## src/rtl/rv_pkg.sv

```systemverilog
// Shared RV32I-subset decode definitions: opcodes, ALU/write-back encodings
// and the decoded control bundle carried from decode into execute.
package rv_pkg;

    localparam logic [6:0] OP_BRANCH = 7'b1100011;
    localparam logic [6:0] OP_LOAD   = 7'b0000011;
    localparam logic [6:0] OP_STORE  = 7'b0100011;
    localparam logic [6:0] OP_IMM    = 7'b0010011;
    localparam logic [6:0] OP_REG    = 7'b0110011;
    localparam logic [6:0] OP_JALR   = 7'b1100111;
    localparam logic [6:0] OP_JAL    = 7'b1101111;
    localparam logic [6:0] OP_LUI    = 7'b0110111;

    // ALU_ADDI serves addi and jal; ALU_MEM serves lw and jalr.
    typedef enum logic [4:0] {
        ALU_NONE = 5'b00000,
        ALU_AND  = 5'b00100,
        ALU_OR   = 5'b00101,
        ALU_XOR  = 5'b00110,
        ALU_SRL  = 5'b01001,
        ALU_ADDI = 5'b01100,
        ALU_ADD  = 5'b01101,
        ALU_SUB  = 5'b01110,
        ALU_BR   = 5'b10001,
        ALU_MEM  = 5'b10100,
        ALU_ST   = 5'b10101
    } alu_op_e;

    typedef enum logic [1:0] {
        WB_ALU = 2'b00,
        WB_MEM = 2'b01,
        WB_PC4 = 2'b10,
        WB_IMM = 2'b11
    } wb_sel_e;

    // uses_rs1/uses_rs2 mark which source registers the format actually reads.
    typedef struct packed {
        logic [4:0] rs1;
        logic [4:0] rs2;
        logic [4:0] rd;
        alu_op_e    alu_op;
        logic       alu_src1;
        logic       alu_src2;
        logic       reg_we;
        logic       mem_we;
        logic       mem_re;
        wb_sel_e    wb_sel;
        logic       is_branch;
        logic       is_jump;
        logic [2:0] br_type;
        logic       illegal;
        logic       uses_rs1;
        logic       uses_rs2;
    } ctrl_t;

endpackage

```

## src/rtl/rv_decode_stage_if.sv

```systemverilog
// Fetch-to-decode and decode-to-execute handshake bundle.
// A beat moves on a rising clk edge where valid && ready are both high; a producer
// keeps valid and payload stable while valid && !ready, and valid never waits on ready.
interface rv_decode_stage_if #(parameter int XLEN = 32);

    logic            in_valid;
    logic            in_ready;
    logic [31:0]     in_inst;
    logic [XLEN-1:0] in_pc;

    logic            out_valid;
    logic            out_ready;
    logic [XLEN-1:0] out_pc;
    logic [4:0]      out_rs1;
    logic [4:0]      out_rs2;
    logic [4:0]      out_rd;
    logic [XLEN-1:0] out_imm;
    logic [4:0]      out_alu_op;
    logic            out_alu_src1;
    logic            out_alu_src2;
    logic            out_reg_we;
    logic            out_mem_we;
    logic            out_mem_re;
    logic [1:0]      out_wb_sel;
    logic            out_is_branch;
    logic            out_is_jump;
    logic [2:0]      out_br_type;
    logic            out_illegal;

    modport master (
        output in_valid, in_inst, in_pc, out_ready,
        input  in_ready, out_valid, out_pc, out_rs1, out_rs2, out_rd, out_imm,
               out_alu_op, out_alu_src1, out_alu_src2, out_reg_we, out_mem_we,
               out_mem_re, out_wb_sel, out_is_branch, out_is_jump, out_br_type,
               out_illegal
    );

    modport slave (
        input  in_valid, in_inst, in_pc, out_ready,
        output in_ready, out_valid, out_pc, out_rs1, out_rs2, out_rd, out_imm,
               out_alu_op, out_alu_src1, out_alu_src2, out_reg_we, out_mem_we,
               out_mem_re, out_wb_sel, out_is_branch, out_is_jump, out_br_type,
               out_illegal
    );

endinterface

```

## src/rtl/rv_decode_comb.sv

```systemverilog
// Purely combinational RV32I-subset decoder: instruction word to control bundle
// plus sign-extended immediate.
module rv_decode_comb
    import rv_pkg::*;
#(
    parameter int XLEN = 32
) (
    input  logic [31:0]     inst,
    output ctrl_t           ctrl,
    output logic [XLEN-1:0] imm
);

    logic [6:0]  opcode;
    logic [2:0]  funct3;
    logic [6:0]  funct7;
    logic [31:0] imm_i, imm_s, imm_b, imm_u, imm_j;
    logic [31:0] imm32;

    assign opcode = inst[6:0];
    assign funct3 = inst[14:12];
    assign funct7 = inst[31:25];

    assign imm_i = {{20{inst[31]}}, inst[31:20]};
    assign imm_s = {{20{inst[31]}}, inst[31:25], inst[11:7]};
    assign imm_b = {{19{inst[31]}}, inst[31], inst[7], inst[30:25], inst[11:8], 1'b0};
    assign imm_u = {inst[31:12], 12'b0};
    assign imm_j = {{11{inst[31]}}, inst[31], inst[19:12], inst[20], inst[30:21], 1'b0};

    always_comb begin
        ctrl     = '0;
        imm32    = '0;
        ctrl.rs1 = inst[19:15];
        ctrl.rs2 = inst[24:20];
        ctrl.rd  = inst[11:7];
        case (opcode)
            OP_BRANCH: begin
                ctrl.illegal   = (funct3 == 3'b010) || (funct3 == 3'b011);
                ctrl.alu_op    = ALU_BR;
                imm32          = imm_b;
                ctrl.alu_src1  = 1'b1;
                ctrl.alu_src2  = 1'b1;
                ctrl.is_branch = 1'b1;
                ctrl.br_type   = funct3;
                ctrl.uses_rs1  = 1'b1;
                ctrl.uses_rs2  = 1'b1;
            end
            OP_LOAD: begin
                ctrl.illegal  = (funct3 != 3'b010);
                ctrl.alu_op   = ALU_MEM;
                imm32         = imm_i;
                ctrl.alu_src2 = 1'b1;
                ctrl.mem_re   = 1'b1;
                ctrl.wb_sel   = WB_MEM;
                ctrl.reg_we   = 1'b1;
                ctrl.uses_rs1 = 1'b1;
            end
            OP_STORE: begin
                ctrl.illegal  = (funct3 != 3'b010);
                ctrl.alu_op   = ALU_ST;
                imm32         = imm_s;
                ctrl.alu_src2 = 1'b1;
                ctrl.mem_we   = 1'b1;
                ctrl.uses_rs1 = 1'b1;
                ctrl.uses_rs2 = 1'b1;
            end
            OP_IMM: begin
                ctrl.illegal  = (funct3 != 3'b000);
                ctrl.alu_op   = ALU_ADDI;
                imm32         = imm_i;
                ctrl.alu_src2 = 1'b1;
                ctrl.reg_we   = 1'b1;
                ctrl.uses_rs1 = 1'b1;
            end
            OP_REG: begin
                ctrl.reg_we   = 1'b1;
                ctrl.uses_rs1 = 1'b1;
                ctrl.uses_rs2 = 1'b1;
                case ({funct7, funct3})
                    10'b0000000_000: ctrl.alu_op = ALU_ADD;
                    10'b0100000_000: ctrl.alu_op = ALU_SUB;
                    10'b0000000_100: ctrl.alu_op = ALU_XOR;
                    10'b0000000_101: ctrl.alu_op = ALU_SRL;
                    10'b0000000_110: ctrl.alu_op = ALU_OR;
                    10'b0000000_111: ctrl.alu_op = ALU_AND;
                    default:         ctrl.illegal = 1'b1;
                endcase
            end
            OP_JALR: begin
                ctrl.illegal  = (funct3 != 3'b000);
                ctrl.alu_op   = ALU_MEM;
                imm32         = imm_i;
                ctrl.alu_src2 = 1'b1;
                ctrl.is_jump  = 1'b1;
                ctrl.wb_sel   = WB_PC4;
                ctrl.reg_we   = 1'b1;
                ctrl.uses_rs1 = 1'b1;
            end
            OP_JAL: begin
                ctrl.alu_op   = ALU_ADDI;
                imm32         = imm_j;
                ctrl.alu_src1 = 1'b1;
                ctrl.alu_src2 = 1'b1;
                ctrl.is_jump  = 1'b1;
                ctrl.wb_sel   = WB_PC4;
                ctrl.reg_we   = 1'b1;
            end
            OP_LUI: begin
                imm32         = imm_u;
                ctrl.wb_sel   = WB_IMM;
                ctrl.reg_we   = 1'b1;
            end
            default: ctrl.illegal = 1'b1;
        endcase

        // Unsupported encodings still issue, but with every side effect scrubbed.
        if (ctrl.illegal) begin
            ctrl         = '0;
            ctrl.rs1     = inst[19:15];
            ctrl.rs2     = inst[24:20];
            ctrl.rd      = inst[11:7];
            ctrl.illegal = 1'b1;
            imm32        = '0;
        end
    end

    assign imm = XLEN'($signed(imm32));

endmodule

```

## src/rtl/rv_decode_stage.sv

```systemverilog
// Decode pipeline stage: optional input skid, registered decoded bundle,
// load-use bubble insertion and synchronous flush on redirect.
module rv_decode_stage
    import rv_pkg::*;
#(
    parameter int XLEN      = 32,
    parameter bit SKID_EN   = 1'b1,
    parameter bit HAZARD_EN = 1'b1
) (
    input  logic              clk,
    input  logic              rst,
    input  logic              flush,
    rv_decode_stage_if.slave  bus
);

    logic            skid_valid;
    logic [31:0]     skid_inst;
    logic [XLEN-1:0] skid_pc;

    logic            out_valid;
    ctrl_t           out_ctrl;
    logic [XLEN-1:0] out_imm;
    logic [XLEN-1:0] out_pc;

    logic            src_valid;
    logic [31:0]     src_inst;
    logic [XLEN-1:0] src_pc;
    ctrl_t           src_ctrl;
    logic [XLEN-1:0] src_imm;

    logic advance, rs1_hit, rs2_hit, hazard, take_src, port_fire;

    // A parked skid entry always wins so program order is kept.
    assign src_valid = skid_valid || bus.in_valid;
    assign src_inst  = skid_valid ? skid_inst : bus.in_inst;
    assign src_pc    = skid_valid ? skid_pc   : bus.in_pc;

    rv_decode_comb #(.XLEN(XLEN)) u_decode (
        .inst (src_inst),
        .ctrl (src_ctrl),
        .imm  (src_imm)
    );

    assign rs1_hit = src_ctrl.uses_rs1 && (src_ctrl.rs1 != 5'd0) && (src_ctrl.rs1 == out_ctrl.rd);
    assign rs2_hit = src_ctrl.uses_rs2 && (src_ctrl.rs2 != 5'd0) && (src_ctrl.rs2 == out_ctrl.rd);
    assign hazard  = HAZARD_EN && src_valid && out_valid && out_ctrl.mem_re && (rs1_hit || rs2_hit);

    assign advance   = !out_valid || bus.out_ready;
    assign take_src  = advance && src_valid && !hazard;
    assign port_fire = bus.in_valid && bus.in_ready;

    assign bus.in_ready = SKID_EN ? !skid_valid : (advance && !hazard);

    always_ff @(posedge clk) begin
        if (rst) begin
            out_valid  <= 1'b0;
            out_ctrl   <= '0;
            out_imm    <= '0;
            out_pc     <= '0;
            skid_valid <= 1'b0;
            skid_inst  <= '0;
            skid_pc    <= '0;
        end else if (flush) begin
            out_valid  <= 1'b0;
            skid_valid <= 1'b0;
        end else begin
            // On a hazard the output drains into a bubble while the source waits.
            if (advance) begin
                out_valid <= take_src;
                if (take_src) begin
                    out_ctrl <= src_ctrl;
                    out_imm  <= src_imm;
                    out_pc   <= src_pc;
                end
            end
            if (SKID_EN) begin
                if (skid_valid) begin
                    if (take_src) skid_valid <= 1'b0;
                end else if (port_fire && !take_src) begin
                    skid_valid <= 1'b1;
                    skid_inst  <= bus.in_inst;
                    skid_pc    <= bus.in_pc;
                end
            end
        end
    end

    assign bus.out_valid     = out_valid;
    assign bus.out_pc        = out_pc;
    assign bus.out_rs1       = out_ctrl.rs1;
    assign bus.out_rs2       = out_ctrl.rs2;
    assign bus.out_rd        = out_ctrl.rd;
    assign bus.out_imm       = out_imm;
    assign bus.out_alu_op    = out_ctrl.alu_op;
    assign bus.out_alu_src1  = out_ctrl.alu_src1;
    assign bus.out_alu_src2  = out_ctrl.alu_src2;
    assign bus.out_reg_we    = out_ctrl.reg_we;
    assign bus.out_mem_we    = out_ctrl.mem_we;
    assign bus.out_mem_re    = out_ctrl.mem_re;
    assign bus.out_wb_sel    = out_ctrl.wb_sel;
    assign bus.out_is_branch = out_ctrl.is_branch;
    assign bus.out_is_jump   = out_ctrl.is_jump;
    assign bus.out_br_type   = out_ctrl.br_type;
    assign bus.out_illegal   = out_ctrl.illegal;

endmodule

```

## src/flat_wrapper.sv

```systemverilog
// flat-port wrapper written by rule: the top's interface ports become plain ports
module rv_decode_stage_flat import rv_pkg::*;
#(
    parameter int XLEN      = 32,
    parameter bit SKID_EN   = 1'b1,
    parameter bit HAZARD_EN = 1'b1
)
  (clk, rst, flush, bus_in_valid, bus_in_inst, bus_in_pc, bus_out_ready, bus_in_ready, bus_out_valid, bus_out_pc, bus_out_rs1, bus_out_rs2, bus_out_rd, bus_out_imm, bus_out_alu_op, bus_out_alu_src1, bus_out_alu_src2, bus_out_reg_we, bus_out_mem_we, bus_out_mem_re, bus_out_wb_sel, bus_out_is_branch, bus_out_is_jump, bus_out_br_type, bus_out_illegal);
  rv_decode_stage_if #(.XLEN(XLEN)) bus_i ();
  input  logic clk;
  input  logic rst;
  input  logic flush;
  input wire logic [$bits(bus_i.in_valid)-1:0] bus_in_valid;
  input wire logic [$bits(bus_i.in_inst)-1:0] bus_in_inst;
  input wire logic [$bits(bus_i.in_pc)-1:0] bus_in_pc;
  input wire logic [$bits(bus_i.out_ready)-1:0] bus_out_ready;
  output wire logic [$bits(bus_i.in_ready)-1:0] bus_in_ready;
  output wire logic [$bits(bus_i.out_valid)-1:0] bus_out_valid;
  output wire logic [$bits(bus_i.out_pc)-1:0] bus_out_pc;
  output wire logic [$bits(bus_i.out_rs1)-1:0] bus_out_rs1;
  output wire logic [$bits(bus_i.out_rs2)-1:0] bus_out_rs2;
  output wire logic [$bits(bus_i.out_rd)-1:0] bus_out_rd;
  output wire logic [$bits(bus_i.out_imm)-1:0] bus_out_imm;
  output wire logic [$bits(bus_i.out_alu_op)-1:0] bus_out_alu_op;
  output wire logic [$bits(bus_i.out_alu_src1)-1:0] bus_out_alu_src1;
  output wire logic [$bits(bus_i.out_alu_src2)-1:0] bus_out_alu_src2;
  output wire logic [$bits(bus_i.out_reg_we)-1:0] bus_out_reg_we;
  output wire logic [$bits(bus_i.out_mem_we)-1:0] bus_out_mem_we;
  output wire logic [$bits(bus_i.out_mem_re)-1:0] bus_out_mem_re;
  output wire logic [$bits(bus_i.out_wb_sel)-1:0] bus_out_wb_sel;
  output wire logic [$bits(bus_i.out_is_branch)-1:0] bus_out_is_branch;
  output wire logic [$bits(bus_i.out_is_jump)-1:0] bus_out_is_jump;
  output wire logic [$bits(bus_i.out_br_type)-1:0] bus_out_br_type;
  output wire logic [$bits(bus_i.out_illegal)-1:0] bus_out_illegal;
  assign bus_i.in_valid = bus_in_valid;
  assign bus_i.in_inst = bus_in_inst;
  assign bus_i.in_pc = bus_in_pc;
  assign bus_i.out_ready = bus_out_ready;
  assign bus_in_ready = bus_i.in_ready;
  assign bus_out_valid = bus_i.out_valid;
  assign bus_out_pc = bus_i.out_pc;
  assign bus_out_rs1 = bus_i.out_rs1;
  assign bus_out_rs2 = bus_i.out_rs2;
  assign bus_out_rd = bus_i.out_rd;
  assign bus_out_imm = bus_i.out_imm;
  assign bus_out_alu_op = bus_i.out_alu_op;
  assign bus_out_alu_src1 = bus_i.out_alu_src1;
  assign bus_out_alu_src2 = bus_i.out_alu_src2;
  assign bus_out_reg_we = bus_i.out_reg_we;
  assign bus_out_mem_we = bus_i.out_mem_we;
  assign bus_out_mem_re = bus_i.out_mem_re;
  assign bus_out_wb_sel = bus_i.out_wb_sel;
  assign bus_out_is_branch = bus_i.out_is_branch;
  assign bus_out_is_jump = bus_i.out_is_jump;
  assign bus_out_br_type = bus_i.out_br_type;
  assign bus_out_illegal = bus_i.out_illegal;
  rv_decode_stage #(.XLEN(XLEN), .SKID_EN(SKID_EN), .HAZARD_EN(HAZARD_EN)) u_core (.clk(clk), .rst(rst), .flush(flush), .bus(bus_i));
endmodule
```

## config.mk

```make
export PLATFORM = sky130hd
export DESIGN_NAME = rv_decode_stage_flat
export DESIGN_NICKNAME = d
export VERILOG_FILES = /design/src/rtl/rv_pkg.sv /design/src/rtl/rv_decode_stage_if.sv /design/src/rtl/rv_decode_comb.sv /design/src/rtl/rv_decode_stage.sv /design/src/flat_wrapper.sv
export SDC_FILE = /design/constraint.sdc
export NUM_CORES = 1
export LEC_CHECK = 0
export ABC_CLOCK_PERIOD_IN_PS = 2900
export CAP_MARGIN = 5
export CORE_ASPECT_RATIO = 1.1
export CORE_MARGIN = 2
export CORE_UTILIZATION = 40
export CTS_BUF_LIST = sky130_fd_sc_hd__clkbuf_16
export DETAILED_ROUTE_END_ITERATION = 12
export PLACE_DENSITY = 0.66
export RECOVER_POWER = 25
export SKIP_LAST_GASP = 1
export SLEW_MARGIN = 30
export SYNTH_ARGS = -nofsm -noshare
export SYNTH_HDL_FRONTEND = slang
export SYNTH_SLANG_ARGS = --single-unit
export TNS_END_PERCENT = 20
```

## constraint.sdc

```tcl
create_clock -name clk -period 2.9 [get_ports clk]
set_input_delay 0.725 -clock clk [delete_from_list [all_inputs] [get_ports clk]]
set_output_delay 0.725 -clock clk [all_outputs]
set_load 0.03 [all_outputs]
```

* Yosys cells after proc, flatten, opt, wreduce, memory -nomap -nowiden
Index checks and enable logic that the tools add are counted. W data, S select, Z words.
Cells by class: reduce and logical (&&, ||, !) cells 39, bitwise gates (word level) 2, mux-type cells 23, equal/unequal tests 18
Operators with widths (number):
- $pmux W32 S5 | 1
- $mux W32 | 3
- $eq A10 B3 Y1 const B | 4
- $pmux W5 S5 | 1
- $pmux W4 S6 | 1
- $reduce_or A6 Y1 | 4
- $eq A7 B6 Y1 const B | 3
- $eq A7 B7 Y1 const B | 3
- $mux W20 | 1
- $reduce_or A2 Y1 | 8
- $mux W1 | 13
- $logic_and A1 B1 Y1 | 11
- $eq A10 B9 Y1 const B | 1
- $eq A5 B5 Y1 | 2
- $logic_not A10 Y1 | 1
- $reduce_bool A5 Y1 | 2
- $eq A7 B2 Y1 const B | 1
- $eq A7 B5 Y1 const B | 1
- $eq A3 B2 Y1 const B | 2
- $pmux W2 S3 | 1
- $reduce_and A3 Y1 | 2
- $reduce_or A3 Y1 | 2
- $pmux W1 S5 | 1
- $logic_not A1 Y1 | 4
- other kinds (5) | 9
Storage, ports and cells: word-level logic and storage cells 102, flip-flop bits (word level) 163, bits of input ports 69

* Longest topological paths before layout
Gate-level depths: netlist of the first run.
depth after elaboration 16, depth in mapped cells 12, mapped depth without buffers 7

* By module
From an unflattened synthesis of the first run, not the netlist that was laid out.
Second synthesis, totals: cell total of the unflattened synthesis 1018, area total of the unflattened synthesis 8963.6 µm²
Modules (own cells, without submodules):
- rv_decode_stage | times used 1, cells an instance 808, area each 7727.4 µm²
- rv_decode_comb | times used 1, cells an instance 210, area each 1236.2 µm²

* Worst setup path after synthesis of the first run
Ideal clock, no wire load.
path kind input to register, start input port bus_in_inst[3], end register u_core.out_pc[21], in the netlist u_core.bus.out_pc[21], path buffers 2, setup time 0.143 ns, path slack -0.133 ns, stages 9, required time 2.757 ns, arrival time 2.890 ns, path through or4bb_1 > a222oi_1 > a21oi_1 > a2111oi_4 > o211ai_2 > buf_4 > buf_4 > a21oi_1 > a211oi_2
On the way: longest elaborated chain between the ends 12, elaborated cells on any way between the ends 27, classes of those cells eq/ne: 8; mux: 5; reduce/logical: 14
RTL lines:
- start, declared | RTL line flat_wrapper.sv:14 | input wire logic [$bits(bus_i.in_inst)-1:0] bus_in_inst;
- $mux W32 * | RTL line rv_decode_stage.sv:35 | assign src_inst = skid_valid ? skid_inst : bus.in_inst;
- $eq A7 B6 Y1 (tied with other cells) | RTL line rv_decode_comb.sv:35 | case (opcode)
- $reduce_or A2 Y1 (no source line) (tied with other cells)
- $pmux W1 S5 or $mux W1 (tied branches) | RTL line rv_decode_comb.sv:35
- $mux W20 * | RTL line rv_decode_comb.sv:116 | if (ctrl.illegal) begin
- $logic_and A1 B1 Y1 (on tied branches) (2 in series) | RTL line rv_decode_stage.sv:44, rv_decode_stage.sv:45
- $logic_or A1 B1 Y1 * | RTL line rv_decode_stage.sv:46 | assign hazard = HAZARD_EN && src_valid && out_valid && out_ctrl.mem_re && (rs1_hit || rs2_hit);
- $logic_and A1 B1 Y1 * | RTL line rv_decode_stage.sv:46
- $logic_not A1 Y1 * | RTL line rv_decode_stage.sv:49 | assign take_src = advance && src_valid && !hazard;
- $logic_and A1 B1 Y1 * | RTL line rv_decode_stage.sv:49
- $reduce_and A3 Y1 (no source line) *
- end signal, assigned | RTL line rv_decode_stage.sv:73 | out_pc <= src_pc;
- end, declared | RTL line rv_decode_stage.sv:23 | logic [XLEN-1:0] out_pc;
Mark *: on every way between the ends. The rest lies on a longest branch, timed or not. A chain may end at the register's enable or synchronous reset.

* Worst setup path in the final report of the first run
start register u_core.skid_valid, end register u_core.out_pc[10], in the netlist u_core.bus.out_pc[10]
On the way: longest elaborated chain between the ends 13, elaborated cells on any way between the ends 49, classes of those cells eq/ne: 18; mux: 7; reduce/logical: 24
RTL lines:
- start, declared | RTL line rv_decode_stage.sv:16 | logic skid_valid;
- start signal, assigned | RTL line rv_decode_stage.sv:60 | skid_valid <= 1'b0;
- start signal, assigned | RTL line rv_decode_stage.sv:65 | skid_valid <= 1'b0;
- start signal, assigned | RTL line rv_decode_stage.sv:78 | if (take_src) skid_valid <= 1'b0;
- $mux W32 | RTL line rv_decode_stage.sv:35
- $eq A10 B3 Y1 (tied with other cells) | RTL line rv_decode_comb.sv:78 | case ({funct7, funct3})
- $reduce_or A6 Y1 (no source line)
- $mux W1 | RTL line rv_decode_comb.sv:78
- $pmux W1 S5 | RTL line rv_decode_comb.sv:35
- $mux W20 | RTL line rv_decode_comb.sv:116
- $logic_and A1 B1 Y1 (on tied branches) (2 in series) | RTL line rv_decode_stage.sv:44, rv_decode_stage.sv:45
- $logic_or A1 B1 Y1 | RTL line rv_decode_stage.sv:46
- $logic_and A1 B1 Y1 | RTL line rv_decode_stage.sv:46
- $logic_not A1 Y1 | RTL line rv_decode_stage.sv:49
- $logic_and A1 B1 Y1 | RTL line rv_decode_stage.sv:49
- $reduce_and A3 Y1 (no source line)
Parallel ways exist; a longest one is shown, timed or not.

==> out/summary.md, run 1 <==
- **area added between synthesis and finish** 46.3%
- **register area share after synthesis** 34.3%
- **areal power density over the cells** 443 nW/um^2
- **first-pass GRT wire length** 55500 microns
- **transition at the pin with the smallest max-transition slack** 0.703 ns
- **setup-violating endpoint count in the final report** 74
- **Hold/Removal Path Class** flip-flop to flip-flop
- **adder-cell share of the synthesized area** 0%
- **via count of the first global-routing pass** 9751
- **proportion of power drawn by combinational gates** 21.1%
- **fraction of layout instances using a drive strength above 1** 25.9%
- **fraction of synthesized cell area taken by the top area cell type** 34.3%
- **clock sinks** 163
- **launching element type of the critical path** flip-flop
- **clock skew** 0.0146 ns
- **fin nets** 1424
- **cell at the root of the clock tree** sky130_fd_sc_hd__clkbuf_16
- **port buffer count** 167
- **kind of critical path** flip-flop to flip-flop
- **net count after synthesis** 1196
- **TritonCTS clock tree** built
- **total instance count after detailed placement** 1610
- **reg-to-reg startpoint** u_core.skid_valid
- **top cell types by occurrence after synthesis** sky130_fd_sc_hd__dfxtp_1, sky130_fd_sc_hd__clkbuf_1, sky130_fd_sc_hd__a21oi_1
- **largest family of logic cells by synthesized area** compound AO/OA/AOI/OAI gates
- **result of the run** finished with violations
- **last weighted congestion value of the routability-driven placer** 0.931
- **main flop type after synthesis** sky130_fd_sc_hd__dfxtp_1
- **switching power summed over all nets** 1.87 mW
- **Num CTS Buffers** 17
- **share of the synthesized area in compound gates (AO/OA/AOI/OAI)** 26.1%
- **total half-perimeter wirelength after legalization and detailed placement** 23400 microns
- **count of hold-fix buffers inserted at cts** 0
- **crit path setup slack, layout** -0.0647 ns
- **portion of total power attributed to sequential cells** 40.0%
- **crit path launch** u_core.skid_valid
- **n_diodes** 0
- **non-filler cells, final** 1673
- **via count normalized by instance count** 6.23
- **Max Fclk** 0.337 GHz
- **multiplexer fraction of the synthesized cell area** 8.06%
- **GRT Overall Usage** 27.6%
- **mean post-synth cell area** 8.45 sq um
- **die height** 166 microns
- **Filler Cells Inserted** 2027
- **std cell rows** 59
- **horizontal extent of the die** 151 microns
- **share of flip-flops with an asynchronous set or reset after synthesis** 0%
- **library cell occupying the most area in the post-synthesis netlist** sky130_fd_sc_hd__dfxtp_1
- **die outline area** 25100 sq um
- **Initial Utilization** 40.4%
- **io pins** 168
- **DRC marker count from the first detailed-route iteration** 1256
- **Placeable Area** 23500 sq um
- **parity-gate share of the synthesized area counting xor and xnor cells** 1.01%
- **clk buf depth** 2
- **synthesized netlist cell count** 1127
- **Crit Path Max Fanout** 5
- **Net Sw Frac** 30.4%
- **data arrival at the endpoint of the critical path** 3.27 ns
- **post-synthesis sequential element count** 163
- **total power of the final layout** 6.17 mW
- **most numerous cell in the Yosys netlist** sky130_fd_sc_hd__dfxtp_1
- **initial antenna violation count** 0
- **count of TritonRoute iterations in the first routing pass** 5
- **Worst-Skew Late Latency** 0.44 ns
- **maximum resistive drop on vdd** 0.355 mV
- **Period Utilization, post-route** 102%
- **simple logic cell fraction of the synthesized area** 24.3%
- **worst path required time** 3.20 ns
- **part of the power in the clock network** 38.9%
- **max-slew violation total from the final report** 0
- **DRC violation count after routing** 0
- **number of H-tree branching levels** 4
- **clock period minus worst slack** 2.96 ns
- **Setup crit end kind** flip-flop
- **hold path startpoint** u_core.bus.out_reg_we
- **minimum setup slack after placement** -0.867 ns
- **clock slew seen by the registers of the worst setup and hold paths** 0.07 ns
- **number of enable-type register cells in the synthesized netlist** 0
- **post-detailed-route count of antenna-violating nets** 0
- **overall via count from detail_route** 10400
- **Max-cap violations** 0
- **number of hold violations in the final report** 0
- **synthesized cell area** 9520 sq um
- **aggregate negative setup slack** -1.91 ns
- **final routed wire length divided by cell count** 21.6 microns
- **leading cell types by total area after synthesis** sky130_fd_sc_hd__dfxtp_1, sky130_fd_sc_hd__mux2i_1, sky130_fd_sc_hd__a32oi_1
- **Synth Warn #** 0
- **wire length after detailed routing** 36100 microns
- **leakage dissipation** 5.01 nW
- **normalized max-slew margin** 51.8%
- **violated checks** setup timing
- **global route overflow** 0
- **setup repair after global routing missed its margin** true
- **Internal Power** 4.30 mW
- **largest net degree at the start of global routing** 90
- **number of different library cells in the post-synthesis netlist** 71
==> cell type report <==
cell class	count	area [sq um]	area share, %
Clock buffer	17	425	3.05
Clock inverter	15	181	1.30
Sequential cell	163	3270	23.5
Multi-Input combinational cell	827	6290	45.2
Inverter	11	41.3	0.296
Timing Repair Buffer	335	3330	23.9
Tap cell	305	382	2.74
==> cells in the final DEF (no fill, tap or decap), types with 10 or more instances in the layout <==
| cell type | Yosys | final |
|---|---|---|
| sky130_fd_sc_hd__o31ai_1 | 13 | 10 |
| sky130_fd_sc_hd__nand2_1 | 36 | 34 |
| sky130_fd_sc_hd__o21ai_0 | 72 | 40 |
| sky130_fd_sc_hd__clkbuf_16 | 0 | 21 |
| sky130_fd_sc_hd__a211oi_1 | 48 | 27 |
| sky130_fd_sc_hd__nor3_1 | 14 | 14 |
| sky130_fd_sc_hd__buf_12 | 0 | 22 |
| sky130_fd_sc_hd__buf_6 | 2 | 13 |
| sky130_fd_sc_hd__o211ai_1 | 18 | 18 |
| sky130_fd_sc_hd__o21ai_1 | 3 | 31 |
| sky130_fd_sc_hd__mux2i_1 | 56 | 56 |
| sky130_fd_sc_hd__a21oi_2 | 0 | 42 |
| sky130_fd_sc_hd__clkdlybuf4s50_1 | 0 | 124 |
| sky130_fd_sc_hd__nand4_1 | 64 | 64 |
| sky130_fd_sc_hd__dlygate4sd3_1 | 0 | 34 |
| sky130_fd_sc_hd__a211oi_2 | 10 | 31 |
| sky130_fd_sc_hd__nand3_1 | 71 | 71 |
| sky130_fd_sc_hd__nor2b_1 | 69 | 69 |
| sky130_fd_sc_hd__mux2_2 | 13 | 13 |
| sky130_fd_sc_hd__a21oi_4 | 0 | 16 |
| sky130_fd_sc_hd__a32oi_1 | 63 | 63 |
| sky130_fd_sc_hd__buf_4 | 13 | 127 |
| sky130_fd_sc_hd__dfxtp_1 | 163 | 162 |
| sky130_fd_sc_hd__a21oi_1 | 83 | 25 |
| sky130_fd_sc_hd__nor2_1 | 21 | 18 |
| sky130_fd_sc_hd__inv_1 | 10 | 11 |
| sky130_fd_sc_hd__nor3b_1 | 65 | 64 |
==> routing by layer <==
metal	vias to the layer above	track usage [%]	part of all wire [%]
met1	5045	41.0	44
met5	-	0	0
met4	0	7.31	2.0
met3	48	3.43	7.5
li1	4801	-	-
met2	524	42.2	46
==> cells by family (layout without fill, tap and decap cells) <==
kind of cell	count (synthesis)	after routing
and+or+nand+nor	388	388
AOI/OAI and AO/OA	354	354
DFF	163	163
buffers and inverters	137	378
muxes	74	74
xor gates and xnor gates	11	11
==> registers in the layout, summed over array words and instances (netlist names), 2 cells and up <==
signal	flops
u_core.bus.out_rs1	5
u_core.bus.out_imm	32
u_core.skid_inst	32
u_core.bus.out_br_type	3
u_core.bus.out_alu_op	5
u_core.bus.out_rd	5
u_core.bus.out_rs2	5
u_core.skid_pc	32
u_core.bus.out_wb_sel	2
u_core.bus.out_pc	32
==> path summary, 6_finish.rpt <==
| path | to | slack, ns | cells past startpoint |
|---|---|---|---|
| hold / removal | u_core.bus.out_reg_we | 0.46 | 1 |
| hold reg to reg | u_core.bus.out_reg_we | 0.46 | 1 |
| setup reg to reg | u_core.bus.out_pc[10] | -0.06 | 12 |
| setup / recovery | u_core.bus.out_pc[10] | -0.06 | 12 |
==> power groups by stage <==
stage | clock (mW) | sequential, mW | combinational (mW)
2_1_floorplan | 0 | 2.60 | 0.547
3_3_place_gp | 0 | 2.50 | 1.16
3_5_place_dp | 0 | 2.51 | 1.17
4_1_cts | 2.42 | 2.45 | 1.22
5_1_grt | 2.51 | 2.48 | 1.38
6_report | 2.40 | 2.47 | 1.30
==> per-stage QoR <==
stage,utilization [%],hold WS [ns],area [sq um]
after detailed placement,52.6,0.454,12400
after global placement,52.6,0.454,12400
after floorplan,-,0.489,9620
after global routing,59.1,0.489,13900
after CTS,56.6,0.470,13300
final,59.1,0.462,13900
==> critical path, stage by stage, from the launching register on <==
cell and delay (ns):
sky130_fd_sc_hd__dfxtp_4 0.35, sky130_fd_sc_hd__buf_8 0.13, sky130_fd_sc_hd__buf_6 0.11, sky130_fd_sc_hd__or3_4 0.32, sky130_fd_sc_hd__a221o_1 0.36, sky130_fd_sc_hd__a21o_1 0.23, sky130_fd_sc_hd__a2111oi_4 0.42, sky130_fd_sc_hd__buf_4 0.20
sky130_fd_sc_hd__o211ai_4 0.14, sky130_fd_sc_hd__buf_12 0.19, sky130_fd_sc_hd__clkbuf_16 0.17, sky130_fd_sc_hd__a21oi_2 0.15, sky130_fd_sc_hd__a211oi_2 0.06
==> repair_timing <==
item | CTS | global route
gates cloned | 2 | 6
endpoints found under the setup margin | 163 | 163
pin swaps | 15 | 14
setup buffers | 18 | 7
resized for setup | 51 | 132
No activity file was read; power rests on OpenSTA's default activity.
==> inputs of run 2 (changes only) <==
--- a/config.mk
+++ b/config.mk
@@ -13,4 +13,5 @@
 export CTS_BUF_LIST = sky130_fd_sc_hd__clkbuf_16
 export DETAILED_ROUTE_END_ITERATION = 12
+export HOLD_SLACK_MARGIN = 0.1
 export PLACE_DENSITY = 0.66
 export RECOVER_POWER = 25
==> constraint.sdc (replaced) <==
create_clock -name clk -period 2.9 [get_ports clk]
set_input_delay 0.58 -clock clk [delete_from_list [all_inputs] [get_ports clk]]
set_output_delay 0.58 -clock clk [all_outputs]
set_load 0.03 [all_outputs]
==> out/summary.md, run 2 (same netlist as run 1, synthesis figures left out) <==
- **areal power density over the cells** 443 nW/um^2, about the same
- **data arrival at the endpoint of the critical path** 3.40 ns, was 3.27 ns
- **Worst-Skew Late Latency** 0.44 ns, about the same
- **Setup crit end kind** flip-flop, unchanged
- **Initial Utilization** 40.4%, unchanged
- **initial antenna violation count** 0, unchanged
- **via count normalized by instance count** 6.24, was 6.23
- **count of TritonRoute iterations in the first routing pass** 7, was 5
- **io pins** 168, unchanged
- **number of hold violations in the final report** 0, unchanged
- **area post-placement** 12300 sq um, was 12400 sq um
- **worst path required time** 3.21 ns, was 3.20 ns
- **violated checks** setup timing, unchanged
- **maximum resistive drop on vdd** 0.348 mV, was 0.355 mV
- **result of the run** finished with violations, unchanged
- **global route overflow** 0, unchanged
- **std cell rows** 59, unchanged
- **largest net degree at the start of global routing** 95, was 90
- **setup-violating endpoint count in the final report** 159, was 74
- **most common cell after layout, fill and taps aside** sky130_fd_sc_hd__dfxtp_1, unchanged
- **last weighted congestion value of the routability-driven placer** 0.939, was 0.931
- **via count of the first global-routing pass** 9586, was 9751
- **clock slew seen by the registers of the worst setup and hold paths** 0.08 ns, was 0.07 ns
- **TritonCTS clock tree** built, unchanged
- **number of H-tree branching levels** 4, unchanged
- **post-detailed-route count of antenna-violating nets** 0, unchanged
- **Num CTS Buffers** 17, unchanged
- **most crowded layer after global routing** met2, unchanged
- **first-pass GRT wire length** 54800 microns, was 55500 microns
- **leakage dissipation** 4.89 nW, was 5.01 nW
- **Period Utilization, post-route** 107%, was 102%
- **total power of the final layout** 6.05 mW, was 6.17 mW
- **Max Fclk** 0.324 GHz, was 0.337 GHz
- **n_diodes** 0, unchanged
- **cell at the root of the clock tree** sky130_fd_sc_hd__clkbuf_16, unchanged
- **non-filler cells, final** 1666, was 1673
- **max-slew violation total from the final report** 0, unchanged
- **minimum setup slack after placement** -0.706 ns, was -0.867 ns
- **overall via count from detail_route** 10400, about the same
- **total instance count after detailed placement** 1609, was 1610
- **crit path setup slack, layout** -0.190 ns, was -0.0647 ns
- **commonest non-fill, non-tap cells in the layout** sky130_fd_sc_hd__dfxtp_1, sky130_fd_sc_hd__clkdlybuf4s50_1, sky130_fd_sc_hd__buf_4, sky130_fd_sc_hd__o21ai_0, sky130_fd_sc_hd__nand3_1, was sky130_fd_sc_hd__dfxtp_1, sky130_fd_sc_hd__buf_4, sky130_fd_sc_hd__clkdlybuf4s50_1, sky130_fd_sc_hd__nand3_1, sky130_fd_sc_hd__nor2b_1
- **horizontal extent of the die** 151 microns, unchanged
- **port buffer count** 167, unchanged
- **GRT Overall Usage** 27.6%, about the same
- **normalized max-slew margin** 50.0%, was 51.8%
- **count of hold-fix buffers inserted at cts** 0, unchanged
- **wire length after detailed routing** 36200 microns, was 36100 microns
- **fin util** 58.0%, was 59.1%
- **die outline area** 25100 sq um, unchanged
- **kind of critical path** flip-flop to flip-flop, unchanged
- **fraction of layout instances using a drive strength above 1** 21.6%, was 25.9%
- **die height** 166 microns, unchanged
- **cell area after layout** 13700 sq um, was 13900 sq um
- **Placeable Area** 23500 sq um, unchanged
- **total half-perimeter wirelength after legalization and detailed placement** 23400 microns, about the same
- **met2 Usage GRT** 41.4%, was 42.2%
- **area added between synthesis and finish** 43.4%, was 46.3%
- **Filler Cells Inserted** 2050, was 2027
- **clk buf depth** 2, unchanged
- **final routed wire length divided by cell count** 21.7 microns, was 21.6 microns
- **clock skew** 0.0162 ns, was 0.0146 ns
- **transition at the pin with the smallest max-transition slack** 0.750 ns, was 0.703 ns
- **setup repair after global routing missed its margin** true, unchanged
- **fin nets** 1417, was 1424
- **DRC violation count after routing** 0, unchanged
- **clock period minus worst slack** 3.09 ns, was 2.96 ns
- **Hold/Removal Path Class** flip-flop to flip-flop, unchanged
- **clock sinks** 163, unchanged
- **GR Util met3** 5.63%, was 3.43%
- **launching element type of the critical path** flip-flop, unchanged
- **Max-cap violations** 0, unchanged
- **Crit Path Max Fanout** 23, was 5
- **DRC marker count from the first detailed-route iteration** 960, was 1256
- **met1 track utilization from global routing** 39.1%, was 41.0%
-- run 2: cell count changes in the layout (fill, tap and decap cells not counted), sizes merged --
| cell | before | now |
|---|---|---|
| bufinv | 3 | 2 |
| dlygate4sd3 | 34 | 25 |
| inv | 17 | 15 |
| clkinv | 5 | 7 |
| buf | 167 | 159 |
| clkinvlp | 1 | 2 |
| clkbuf | 23 | 20 |
| dlygate4sd2 | 4 | 6 |
| clkdlybuf4s50 | 124 | 135 |
-- run 2: path summary, 6_finish.rpt --
kind                            cells past startpoint  slack [ns]                  endpoint                startpoint
worst max-delay path                               13       -0.19        u_core.skid_pc[21]         u_core.skid_valid
worst min register to register                      1        0.46  u_core.bus.out_wb_sel[0]  u_core.bus.out_wb_sel[0]
worst min-delay path                                1        0.46  u_core.bus.out_wb_sel[0]  u_core.bus.out_wb_sel[0]
worst max register to register                     13       -0.19        u_core.skid_pc[21]         u_core.skid_valid
-- run 2: area by class of cell --
| class | instances | area (sq um) | share of cell area, % |
|---|---|---|---|
| Inverter | 11 | 41.3 | 0.302 |
| Sequential cell | 163 | 3270 | 23.9 |
| Clock buffer | 17 | 425 | 3.11 |
| Multi-Input combinational cell | 827 | 6040 | 44.2 |
| Timing Repair Buffer | 328 | 3320 | 24.3 |
| Clock inverter | 15 | 175 | 1.28 |
| Tap cell | 305 | 382 | 2.79 |
-- run 2: stage by stage --
| step | hold slack, ns | TNS [ns] |
|---|---|---|
| after global routing | 0.474 | -32.92 |
| after CTS | 0.472 | -4.40 |
| after floorplan | 0.489 | 0 |
| final | 0.461 | -13.64 |
| after global placement | 0.453 | -92.53 |
| after detailed placement | 0.457 | -96.50 |
-- run 2: power breakdown --
part	internal, mW	total, mW	switching, mW
registers	2.36	2.46	0.105
clock network	1.29	2.33	1.04
logic	0.544	1.25	0.710
total	4.19	6.05	1.85
-- run 2: what timing repair did --
action | 4_1_cts | 5_1_grt
buffers inserted | 11 | 5
pin swaps | 5 | 21
gates resized for setup | 23 | 66
endpoints found under the setup margin | 162 | 162
cloned | 5 | 4
-- run 2: per-layer routing --
metal | up-vias | routed length, microns | share of wire, %
li1 | 4774 | - | -
met1 | 5031 | 15400 | 43
met2 | 515 | 16300 | 45
met3 | 80 | 3130 | 8.6
met4 | 0 | 1280 | 3.5
met5 | - | 0 | 0
-- run 2: critical path: stages (launching register included) --
cell                        delay (ns)
sky130_fd_sc_hd__dfxtp_4          0.37
sky130_fd_sc_hd__buf_6            0.14
sky130_fd_sc_hd__or4bb_4          0.52
sky130_fd_sc_hd__a222oi_1         0.31
sky130_fd_sc_hd__buf_4            0.19
sky130_fd_sc_hd__a21oi_4          0.05
sky130_fd_sc_hd__a2111oi_4        0.36
sky130_fd_sc_hd__buf_4            0.18
sky130_fd_sc_hd__buf_4            0.12
sky130_fd_sc_hd__buf_4            0.12
sky130_fd_sc_hd__nor2_4           0.08
sky130_fd_sc_hd__buf_12           0.16
sky130_fd_sc_hd__o21ai_0          0.21
sky130_fd_sc_hd__nand3_1          0.16
==> inputs of run 3 (changes only) <==
CORE_ASPECT_RATIO = 1.5   (was 1.1)
==> out/summary.md, run 3 (same netlist as run 1, synthesis figures left out) <==
- **kind of critical path** flip-flop to flip-flop, unchanged
- **cell repeated most along the worst path** sky130_fd_sc_hd__buf_4, unchanged
- **total instance count after detailed placement** 1627, was 1609
- **most common cell after layout, fill and taps aside** sky130_fd_sc_hd__dfxtp_1, unchanged
- **cell chain of the critical path** buf_12 -> buf_8 -> or3b_4 -> a221o_1 -> a21o_1 -> a2111oi_4 -> buf_4 -> o211ai_4 -> buf_4 -> buf_6 -> a21oi_1 -> a211oi_2, was buf_6 -> or4bb_4 -> a222oi_1 -> buf_4 -> a21oi_4 -> a2111oi_4 -> buf_4 -> buf_4 -> buf_4 -> nor2_4 -> buf_12 -> o21ai_0 -> nand3_1
- **Worst R2R Setup Slack** -0.13 ns, was -0.19 ns
- **Initial Utilization** 40.4%, about the same
- **last weighted congestion value of the routability-driven placer** 0.947, was 0.939
- **clock skew** 0.0112 ns, was 0.0162 ns
- **via count of the first global-routing pass** 10100, was 9586
- **result of the run** finished with violations, unchanged
- **library cell contributing the largest single delay on the critical path** sky130_fd_sc_hd__or3b_4, was sky130_fd_sc_hd__or4bb_4
- **overall via count from detail_route** 10600, was 10400
- **DRC marker count from the first detailed-route iteration** 1111, was 960
- **commonest non-fill, non-tap cells in the layout** sky130_fd_sc_hd__dfxtp_1, sky130_fd_sc_hd__clkdlybuf4s50_1, sky130_fd_sc_hd__buf_4, sky130_fd_sc_hd__nand3_1, sky130_fd_sc_hd__o21ai_0, was sky130_fd_sc_hd__dfxtp_1, sky130_fd_sc_hd__clkdlybuf4s50_1, sky130_fd_sc_hd__buf_4, sky130_fd_sc_hd__o21ai_0, sky130_fd_sc_hd__nand3_1
- **std cell rows** 69, was 59
- **reg-to-reg startpoint** u_core.skid_valid, unchanged
- **worst-case hold path end point** u_core.bus.out_alu_src2, was u_core.bus.out_wb_sel[0]
- **clock sinks** 163, unchanged
- **fraction of layout instances using a drive strength above 1** 26.1%, was 21.6%
- **aggregate negative setup slack** -5.11 ns, was -13.64 ns
- **clk buf depth** 2, unchanged
- **transition at the pin with the smallest max-transition slack** 0.861 ns, was 0.750 ns
- **normalized max-slew margin** 40.9%, was 50.0%
- **most crowded layer after global routing** met2, unchanged
- **total half-perimeter wirelength after legalization and detailed placement** 24700 microns, was 23400 microns
- **worst path required time** 3.20 ns, was 3.21 ns
- **GRT Overall Usage** 29.2%, was 27.6%
- **setup-violating endpoint count in the final report** 98, was 159
- **fin nets** 1429, was 1417
- **worst reg2reg endpoint** u_core.bus.out_rd[0], was u_core.skid_pc[21]
- **io pins** 168, unchanged
- **Worst-Skew Late Latency** 0.45 ns, was 0.44 ns
- **n_diodes** 0, unchanged
- **Num CTS Buffers** 17, unchanged
- **first-pass GRT wire length** 56600 microns, was 54800 microns
- **Worst Reg-to-Reg Cells** 12, was 13
- **hold path startpoint** u_core.bus.out_alu_src2, was u_core.bus.out_wb_sel[0]
- **count of hold-fix buffers inserted at cts** 0, unchanged
- **CP peak stage delay** 0.39 ns, was 0.52 ns
- **Hold/Removal Path Class** flip-flop to flip-flop, unchanged
- **TritonCTS clock tree** built, unchanged
- **maximum resistive drop on vdd** 0.477 mV, was 0.348 mV
- **Setup crit end kind** flip-flop, unchanged
- **via count normalized by instance count** 6.25, was 6.24
- **count of TritonRoute iterations in the first routing pass** 8, was 7
- **setup repair after global routing missed its margin** true, unchanged
- **port buffer count** 167, unchanged
- **number of H-tree branching levels** 4, unchanged
- **Max-cap violations** 0, unchanged
- **final routed wire length divided by cell count** 22.3 microns, was 21.7 microns
- **data arrival at the endpoint of the critical path** 3.33 ns, was 3.40 ns
- **post-detailed-route count of antenna-violating nets** 0, unchanged
- **clock period minus worst slack** 3.03 ns, was 3.09 ns
- **wire length after detailed routing** 37800 microns, was 36200 microns
- **largest net degree at the start of global routing** 71, was 95
- **leakage dissipation** 4.98 nW, was 4.89 nW
- **Period Utilization, post-route** 104%, was 107%
- **initial antenna violation count** 0, unchanged
- **horizontal extent of the die** 130 microns, was 151 microns
- **WHS Path Cells** 2, was 1
- **clock slew seen by the registers of the worst setup and hold paths** 0.07 ns, was 0.08 ns
- **die outline area** 25100 sq um, about the same
- **area added between synthesis and finish** 46.3%, was 43.4%
- **areal power density over the cells** 440 nW/um^2, was 443 nW/um^2
- **global route overflow** 0, unchanged
- **Placeable Area** 23600 sq um, was 23500 sq um
- **cell at the root of the clock tree** sky130_fd_sc_hd__clkbuf_16, unchanged
- **met1 track utilization from global routing** 35.2%, was 39.1%
- **max-slew violation total from the final report** 0, unchanged
- **met2 Usage GRT** 47.4%, was 41.4%
- **Max Fclk** 0.330 GHz, was 0.324 GHz
- **DRC violation count after routing** 0, unchanged
- **GR Util met3** 3.70%, was 5.63%
- **crit path setup slack, layout** -0.130 ns, was -0.190 ns
- **violated checks** setup timing, unchanged
- **die height** 193 microns, was 166 microns
- **crit path launch** u_core.skid_valid, unchanged
- **launching element type of the critical path** flip-flop, unchanged
- **non-filler cells, final** 1692, was 1666
- **Crit Path Max Fanout** 7, was 23
- **number of hold violations in the final report** 0, unchanged
run 3: critical path: cells and delay by family, from the launching register on:
family	cells	cell delay, ns
AOI/OAI and AO/OA	6	1.35
and+or+nand+nor	1	0.39
buffers and inverters	5	0.76
DFF	1	0.37
run 3: repair_timing:
item / CTS / global route
buffers inserted: 17 / 16
gates cloned: 4 / 2
gates resized for setup: 69 / 98
setup endpoints to repair: 161 / 163
pin swaps: 13 / 22
run 3: worst max-delay path by stage:
| stage | depth (start not counted) | endpoint | slack, ns |
|---|---|---|---|
| 6_report | 12 | u_core.bus.out_rd[0] | -0.13 |
| 4_1_cts | 13 | u_core.bus.out_imm[8] | -0.08 |
| 5_1_grt | 14 | u_core.bus.out_alu_op[1] | -0.18 |
| 3_5_place_dp | 9 | u_core.bus.out_alu_op[1] | -0.65 |
| 3_3_place_gp | 11 | u_core.bus.out_rd[0] | -0.68 |
| 2_1_floorplan | 9 | u_core.bus.out_pc[21] | 0.01 |
run 3: final cells by class:
| class | instances | area (sq um) |
|---|---|---|
| Fill cell | 2027 | 9640 |
| Timing Repair Buffer | 340 | 3370 |
| Clock buffer | 17 | 425 |
| Sequential cell | 163 | 3270 |
| Clock inverter | 15 | 164 |
| Inverter | 11 | 41.3 |
| Tap cell | 319 | 399 |
| Multi-Input combinational cell | 827 | 6270 |
run 3: power breakdown:
part	leakage (nW)	total, mW	switching, mW	internal (mW)
Sequential	1.33	2.47	0.115	2.36
Clock	0.288	2.34	0.998	1.34
Combinational	3.36	1.31	0.743	0.572
Total	4.98	6.13	1.85	4.27
run 3: stage by stage:
stage                     setup WS [ns]  power [mW]  util, %  hold slack (ns)  cell area (sq um)
after floorplan                  0.0119        3.13        -            0.489               9520
after global placement           -0.676        3.66     52.2            0.448              12300
after detailed placement         -0.650        3.68     52.2            0.456              12300
after CTS                       -0.0847        6.06     56.9            0.469              13400
after global routing             -0.182        6.33     59.1            0.488              13900
final                            -0.130        6.13     59.1            0.463              13900
run 3: layer usage:
layer / vias to the layer above / wire, microns / part of all wire (%)
li1: 4790 / - / -
met1: 5098 / 14600 / 39
met2: 540 / 18400 / 49
met5: - / 0 / 0
met4: 0 / 2750 / 7.3
met3: 142 / 2110 / 5.6
